<file path="src/rtl/count_tracker_pkg.sv">
`default_nettype none
// +-------------------------------------------------------------------------+
// | Module      : count_tracker_pkg                                         |
// | Description : Shared types and constants for the count tracker:          |
// |               FSM state, delta classification and wrap-stat limits.     |
// | Revision    : 1.0 - initial release                                     |
// +-------------------------------------------------------------------------+
package count_tracker_pkg;

    typedef enum logic [0:0] {
        IDLE  = 1'b0,
        TRACK = 1'b1
    } state_t;

    typedef enum logic [1:0] {
        D_HOLD = 2'd0,
        D_INC  = 2'd1,
        D_DEC  = 2'd2,
        D_JUMP = 2'd3
    } delta_t;

    localparam int WRAP_CNT_MAX = 255;

    // Saturating 8-bit increment used by the optional wrap statistics
    function automatic logic [7:0] sat_inc8(input logic [7:0] v);
        return (v == 8'(WRAP_CNT_MAX)) ? v : v + 8'd1;
    endfunction

endpackage
`default_nettype wire

</file>
<file path="src/rtl/count_tracker_delta_cls.sv">
`default_nettype none
// +-------------------------------------------------------------------------+
// | Module      : cnt_delta_cls                                             |
// | Description : Combinational classifier of the modular step between the  |
// |               previous and current counter samples, plus flags for the  |
// |               max->0 and 0->max wrap boundaries.                        |
// | Revision    : 1.0 - initial release                                     |
// +-------------------------------------------------------------------------+
module cnt_delta_cls
    import count_tracker_pkg::*;
#(
    parameter int CNT_W = 4
) (
    input  logic [CNT_W-1:0] prev,
    input  logic [CNT_W-1:0] cnt_in,
    output delta_t           cls,
    output logic             at_wrap_up,
    output logic             at_wrap_dn
);

    localparam logic [CNT_W-1:0] C_CNT_MAX = '1;
    localparam logic [CNT_W-1:0] C_CNT_ONE = CNT_W'(1);

    logic [CNT_W-1:0] w_delta;

    // Modular difference naturally wraps in CNT_W bits
    assign w_delta = cnt_in - prev;

    // Map the step size onto one of the four tracking actions
    always_comb begin
        cls = D_JUMP;
        if (w_delta == '0) begin
            cls = D_HOLD;
        end else if (w_delta == C_CNT_ONE) begin
            cls = D_INC;
        end else if (w_delta == C_CNT_MAX) begin
            cls = D_DEC;
        end
    end

    assign at_wrap_up = (prev == C_CNT_MAX) && (cnt_in == '0);
    assign at_wrap_dn = (prev == '0) && (cnt_in == C_CNT_MAX);

endmodule
`default_nettype wire

</file>
<file path="src/rtl/count_tracker.sv">
`default_nettype none
// +-------------------------------------------------------------------------+
// | Module      : count_tracker                                             |
// | Description : Observes a narrow up/down/load counter, infers direction, |
// |               extends it into a wide wrap-aware count and flags wraps   |
// |               and unqualified jumps. Optional wrap statistics port is   |
// |               enabled with COUNT_TRACKER_WRAP_STATS_EN.                 |
// | Revision    : 1.0 - initial release                                     |
// +-------------------------------------------------------------------------+
module count_tracker
    import count_tracker_pkg::*;
#(
    parameter int CNT_W = 4,
    parameter int EXT_W = 12
) (
    input  logic             clk,
    input  logic             rst,
    input  logic [CNT_W-1:0] cnt_in,
    input  logic             cnt_clr,
    input  logic             cnt_ld,
    output logic [EXT_W-1:0] ext_cnt,
    output logic             valid,
    output logic             dir,
    output logic             wrap_up,
    output logic             wrap_dn,
    output logic             jump_err
`ifdef COUNT_TRACKER_WRAP_STATS_EN
    ,
    output logic [7:0]       wrap_cnt
`endif
);

    localparam int C_PAD_W = EXT_W - CNT_W;

    state_t           r_state;
    logic [CNT_W-1:0] r_prev;
    logic [EXT_W-1:0] r_ext;
    logic             r_valid;
    logic             r_dir;
    logic             r_wrap_up;
    logic             r_wrap_dn;
    logic             r_jump_err;
`ifdef COUNT_TRACKER_WRAP_STATS_EN
    logic [7:0]       r_wrap_cnt;
`endif

    delta_t           w_cls;
    logic             w_at_wrap_up;
    logic             w_at_wrap_dn;
    logic [EXT_W-1:0] w_ext_load;

    cnt_delta_cls #(
        .CNT_W (CNT_W)
    ) u_delta_cls (
        .prev       (r_prev),
        .cnt_in     (cnt_in),
        .cls        (w_cls),
        .at_wrap_up (w_at_wrap_up),
        .at_wrap_dn (w_at_wrap_dn)
    );

    // A load or resync replaces only the low bits; the history above is kept
    assign w_ext_load = {r_ext[EXT_W-1:CNT_W], cnt_in};

    // Tracking FSM and all registered outputs
    always_ff @(posedge clk or posedge rst) begin
        if (rst) begin
            r_state    <= IDLE;
            r_prev     <= '0;
            r_ext      <= '0;
            r_valid    <= 1'b0;
            r_dir      <= 1'b1;
            r_wrap_up  <= 1'b0;
            r_wrap_dn  <= 1'b0;
            r_jump_err <= 1'b0;
`ifdef COUNT_TRACKER_WRAP_STATS_EN
            r_wrap_cnt <= '0;
`endif
        end else begin
            r_wrap_up <= 1'b0;
            r_wrap_dn <= 1'b0;
            case (r_state)
                IDLE: begin
                    r_prev  <= cnt_in;
                    r_ext   <= {{C_PAD_W{1'b0}}, cnt_in};
                    r_valid <= 1'b1;
                    r_state <= TRACK;
                end
                TRACK: begin
                    r_prev <= cnt_in;
                    if (cnt_clr) begin
                        r_ext      <= '0;
                        r_jump_err <= 1'b0;
`ifdef COUNT_TRACKER_WRAP_STATS_EN
                        r_wrap_cnt <= '0;
`endif
                    end else if (cnt_ld) begin
                        r_ext <= w_ext_load;
                    end else begin
                        case (w_cls)
                            D_HOLD: begin
                            end
                            D_INC: begin
                                r_ext     <= r_ext + EXT_W'(1);
                                r_dir     <= 1'b1;
                                r_wrap_up <= w_at_wrap_up;
`ifdef COUNT_TRACKER_WRAP_STATS_EN
                                if (w_at_wrap_up) r_wrap_cnt <= sat_inc8(r_wrap_cnt);
`endif
                            end
                            D_DEC: begin
                                r_ext     <= r_ext - EXT_W'(1);
                                r_dir     <= 1'b0;
                                r_wrap_dn <= w_at_wrap_dn;
`ifdef COUNT_TRACKER_WRAP_STATS_EN
                                if (w_at_wrap_dn) r_wrap_cnt <= sat_inc8(r_wrap_cnt);
`endif
                            end
                            default: begin
                                r_jump_err <= 1'b1;
                                r_ext      <= w_ext_load;
                            end
                        endcase
                    end
                end
                default: r_state <= IDLE;
            endcase
        end
    end

    assign ext_cnt  = r_ext;
    assign valid    = r_valid;
    assign dir      = r_dir;
    assign wrap_up  = r_wrap_up;
    assign wrap_dn  = r_wrap_dn;
    assign jump_err = r_jump_err;
`ifdef COUNT_TRACKER_WRAP_STATS_EN
    assign wrap_cnt = r_wrap_cnt;
`endif

endmodule
`default_nettype wire

</file>
<file path="config.mk">
export PLATFORM = sky130hd
export DESIGN_NAME = count_tracker
export DESIGN_NICKNAME = d
export VERILOG_FILES = /design/src/rtl/count_tracker_pkg.sv /design/src/rtl/count_tracker_delta_cls.sv /design/src/rtl/count_tracker.sv
export SDC_FILE = /design/constraint.sdc
export NUM_CORES = 1
export LEC_CHECK = 0
export CAP_MARGIN = 20
export CORE_ASPECT_RATIO = 1.2
export CORE_UTILIZATION = 48
export CTS_CLUSTER_SIZE = 16
export DETAILED_ROUTE_END_ITERATION = 10
export HOLD_SLACK_MARGIN = 0.06
export PLACE_DENSITY = 0.76
export SLEW_MARGIN = 40
export SYNTH_ARGS = -nofsm -noshare
export SYNTH_HDL_FRONTEND = slang
export SYNTH_SLANG_ARGS = --single-unit
</file>
<file path="constraint.sdc">
create_clock -name clk -period 3.7 [get_ports clk]
set_clock_uncertainty 0.05 [all_clocks]
set_input_delay 0.74 -clock clk [delete_from_list [all_inputs] [get_ports clk]]
set_output_delay 0.74 -clock clk [all_outputs]
set_load 0.02 [all_outputs]
</file>
==> flow_metrics.py <==
metrics = {
    "synthesis": {
        "synthTopCellsByArea": "dfrtp_1, ha_1, xnor2_1",
        "synthMuxAreaShare_pct": 0.750,
        "synth_simple_gate_area_share_pct": 13.0,
        "async_reset_ff_share_pct": 100,
        "post-synth-top-area-cell": "dfrtp_1",
        "syn_area_um2": 1500,
        "syn_nets": 184,
        "ys_warn_count": 0,
        "netlist.area_leader.share_pct": 35.0,
        "synthCells": 157,
        "ys_types": 36,
        "synth_top_family_by_area": "compound AO/OA/AOI/OAI gates",
        "synth_adder_area_share_pct": 16.8,
        "synth-xor-area-share_pct": 7.00,
        "ys_seq_area_share_pct": 36.7,
        "synth_edf_count": 0,
        "syn_avg_cell_area_um2": 9.56,
        "synth_seq_cells": 22,
        "ys.flop_type": "dfrtp_1",
        "synth_compound_gate_area_share_pct": 21.7,
    },
    "critical_path": {
        "crit_slowest_cell": "a2111o_1",
        "ff2ff_setup_slack_ns": 0.04,
        "crit_chain": "dlygate4sd2_1 > ha_4 > a21oi_4 > xnor2_2 > and3_4 > a21o_1 > ha_4 > buf_8 > ha_4 > nand2_4 > a211oi_4 > o21ai_2 > a2111o_1 > a211oi_2 > o21bai_4",
        "crit_family": "compound AO/OA/AOI/OAI gates",
        "arrival_ns": 3.91,
        "critical_path_class": "in2reg",
        "crit_path_max_fanout": 6,
        "cp_num_buf_inv": 2,
        "worst-endpoint-required_ns": 3.91,
        "cp.depth": 15,
        "cp-start-kind": "input port",
        "critPathCaptureType": "register",
        "cp_common_cell": "ha_4",
        "worstReg2RegStart": "r_prev[1]",
        "cpPeakStageDelay_ns": 0.46,
        "r2r-end": "ext_cnt[11]",
        "ff2ff_path_depth": 16,
    },
    "global_routing": {
        "globalRouteTotalUtil_pct": 29.4,
        "grt_pass1_wl_um": 7160,
        "first_global_vias": 1570,
        "antenna_found_initial": 0,
        "grt_max_degree": 23,
        "gr-total-overflow": 0,
    },
    "final_layout": {
        "num-fill-cells": 153,
        "layout.nets": 249,
        "final_core_util_pct": 82.3,
        "antennaDiodeCount": 0,
        "drive_gt1_share_pct": 35.7,
        "layoutNonFillerInstCount": 255,
        "area_growth_pct": 58.4,
        "finish.instance_area_um2": 2380,
    },
    "sta": {
        "fin_crit_sh_pct": 99.9,
        "setup_viol": 0,
        "finalCriticalPeriod_ns": 3.70,
        "timing.slew.headroom_pct": 64.2,
        "finalHoldViolations": 0,
        "slew_viol_final": 0,
        "fmax_mhz": 271,
        "tightest_slew_ns": 0.536,
    },
    "placement": {
        "gp_congestion": 0.837,
        "place_area_um2": 2050,
        "place_inst": 243,
        "place_hpwl_um": 3010,
        "port_buffers": 24,
    },
    "hold_path": {
        "min_path_type": "reg2reg",
        "whs_path_depth": 1,
        "whs_endpoint": "valid",
        "hold_path_startpoint": "valid",
    },
    "clocking": {
        "tritoncts": "built",
        "clockRootBuffer": "clkbuf_4",
        "cts_buffers": 3,
        "cts_hold_buf": 0,
        "cts_sinks": 22,
        "clk_pin_slew_ns": 0.13,
        "cts-htree-levels": 1,
        "cts_buffer_depth": 2,
        "clkLatencyLatePin_ns": 0.32,
    },
    "drt": {
        "dr.first_iter.drc_count": 46,
        "drc": 0,
        "post_drt_wl_per_cell_um": 19.1,
        "drt-pass1-iter-count": 4,
        "antenna_left": 0,
        "drt-vias-per-instance": 5.96,
        "vias": 1519,
        "wirelength_um": 4860,
    },
    "outcome": {
        "status": "complete, no violations",
    },
    "flow_run": {
        "drv_cap": 0,
    },
    "power": {
        "ir_worst_vdd_mv": 0.238,
        "fin_total_pwr_w": 0.000780,
        "power.density_nw_per_um2": 328,
        "p_leak_nw": 1.06,
    },
    "floorplan": {
        "initial_core_util_pct": 51.9,
        "rows": 21,
        "dieWidth_um": 53.1,
        "io_pins": 25,
        "core_um2": 2890,
        "fp.dieH_um": 63.3,
        "die_area_um2": 3360,
    },
}
area by class of cell:
cell class	count	area, um^2	share of cell area, %
Sequential cell	22	552	23.2
Tap cell	34	42.5	1.79
Clock buffer	4	36.3	1.53
Timing Repair Buffer	61	531	22.3
Multi-Input combinational cell	120	1160	48.9
Inverter	14	55.1	2.31
registers in the layout (all words and copies together) (netlist names):
signal	flops
valid	1
wrap_up	1
ext_cnt	12
jump_err	1
r_prev	4
wrap_dn	1
dir	1
r_state	1
metrics by stage:
stage	setup TNS (ns)	hold WS, ns	setup slack, ns
after detailed placement	-6.08	0.409	-0.770
final	0	0.442	0.00488
after CTS	0	0.429	0.00586
after floorplan	-0.100	0.380	-0.0510
after global placement	-4.41	0.405	-0.634
after global routing	-0.0774	0.475	-0.0617
cell usage after synthesis (2+ instances only):
cell type	number
a21oi_1	13
a211oi_2	2
nand4b_1	2
nand2b_1	2
a22o_1	7
inv_1	14
ha_1	17
nand2_1	10
nor4_1	3
fa_1	2
and3_1	2
a21o_1	4
xnor2_1	8
o21ai_0	9
nor2_1	10
nor2b_1	3
nand3_1	2
nand4_1	3
a31oi_1	4
dfrtp_1	21
xor2_1	4
worst max path at each step:
stage / from / endpoint / slack (ns)
after floorplan: cnt_in[0] / ext_cnt[11] / -0.05
after global placement: cnt_in[0] / ext_cnt[8] / -0.63
after CTS: cnt_in[0] / ext_cnt[11] / 0.006
after detailed placement: cnt_in[0] / ext_cnt[8] / -0.77
final: cnt_in[2] / ext_cnt[11] / 0.005
after global routing: r_prev[1] / ext_cnt[11] / -0.06
what timing repair did:
item,in CTS,in global routing
endpoints found under the hold margin,0,0
gates resized for setup,30,21
endpoints found under the setup margin,9,5
setup buffers,3,5
pin swaps,12,15
worst register-to-register path, delay by kind of cell, from the launching register on:
| family | cells | cell delay (ns) |
|---|---|---|
| flip-flops | 1 | 0.42 |
| buffers and inverters | 2 | 0.24 |
| AO/OA/AOI/OAI | 8 | 1.81 |
| adder cells (fa/ha/maj) | 3 | 0.70 |
| XOR/XNOR | 1 | 0.12 |
| AND/OR/NAND/NOR | 2 | 0.26 |
report_power, final:
group	total, W	internal, W	leakage [nW]	switching, W
combinational	0.000361	0.000181	0.760	0.000180
clock	0.000140	0.0000603	0.0210	0.0000793
sequential	0.000279	0.000260	0.278	0.0000182
total	0.000780	0.000502	1.06	0.000278
cell families (layout without fill, tap and decap cells):
group | after synthesis | count (layout)
xor gates and xnor gates | 12 | 12
muxes | 1 | 1
AOI/OAI and AO/OA | 48 | 48
and+or+nand+nor | 39 | 39
adders and majority gates | 19 | 19
DFF | 22 | 22
buffers and inverters | 15 | 79
other | 1 | 1
cells in the final DEF, fill, tap and decap left out, drive strengths merged, types with 2 or more instances in the layout:
cell type,n
a211oi,2
a21o,4
a21oi,13
a22o,7
a31oi,4
and3,2
buf,39
clkbuf,4
clkdlybuf4s50,21
dfrtp,21
fa,2
ha,17
inv,14
nand2,10
nand2b,2
nand3,2
nand4,3
nand4b,2
nor2,10
nor2b,3
nor4,3
o21ai,10
o21bai,2
xnor2,8
xor2,4
layer usage:
layer / global-route usage [%] / wire (um) / vias up
met4: 13.2 / 179 / 0
met2: 52.5 / 2640 / 57
met1: 32.6 / 1830 / 750
met3: 4.59 / 208 / 20
met5: 0 / 0 / -
li1: - / - / 692
Power figures use the tool's default switching activity.
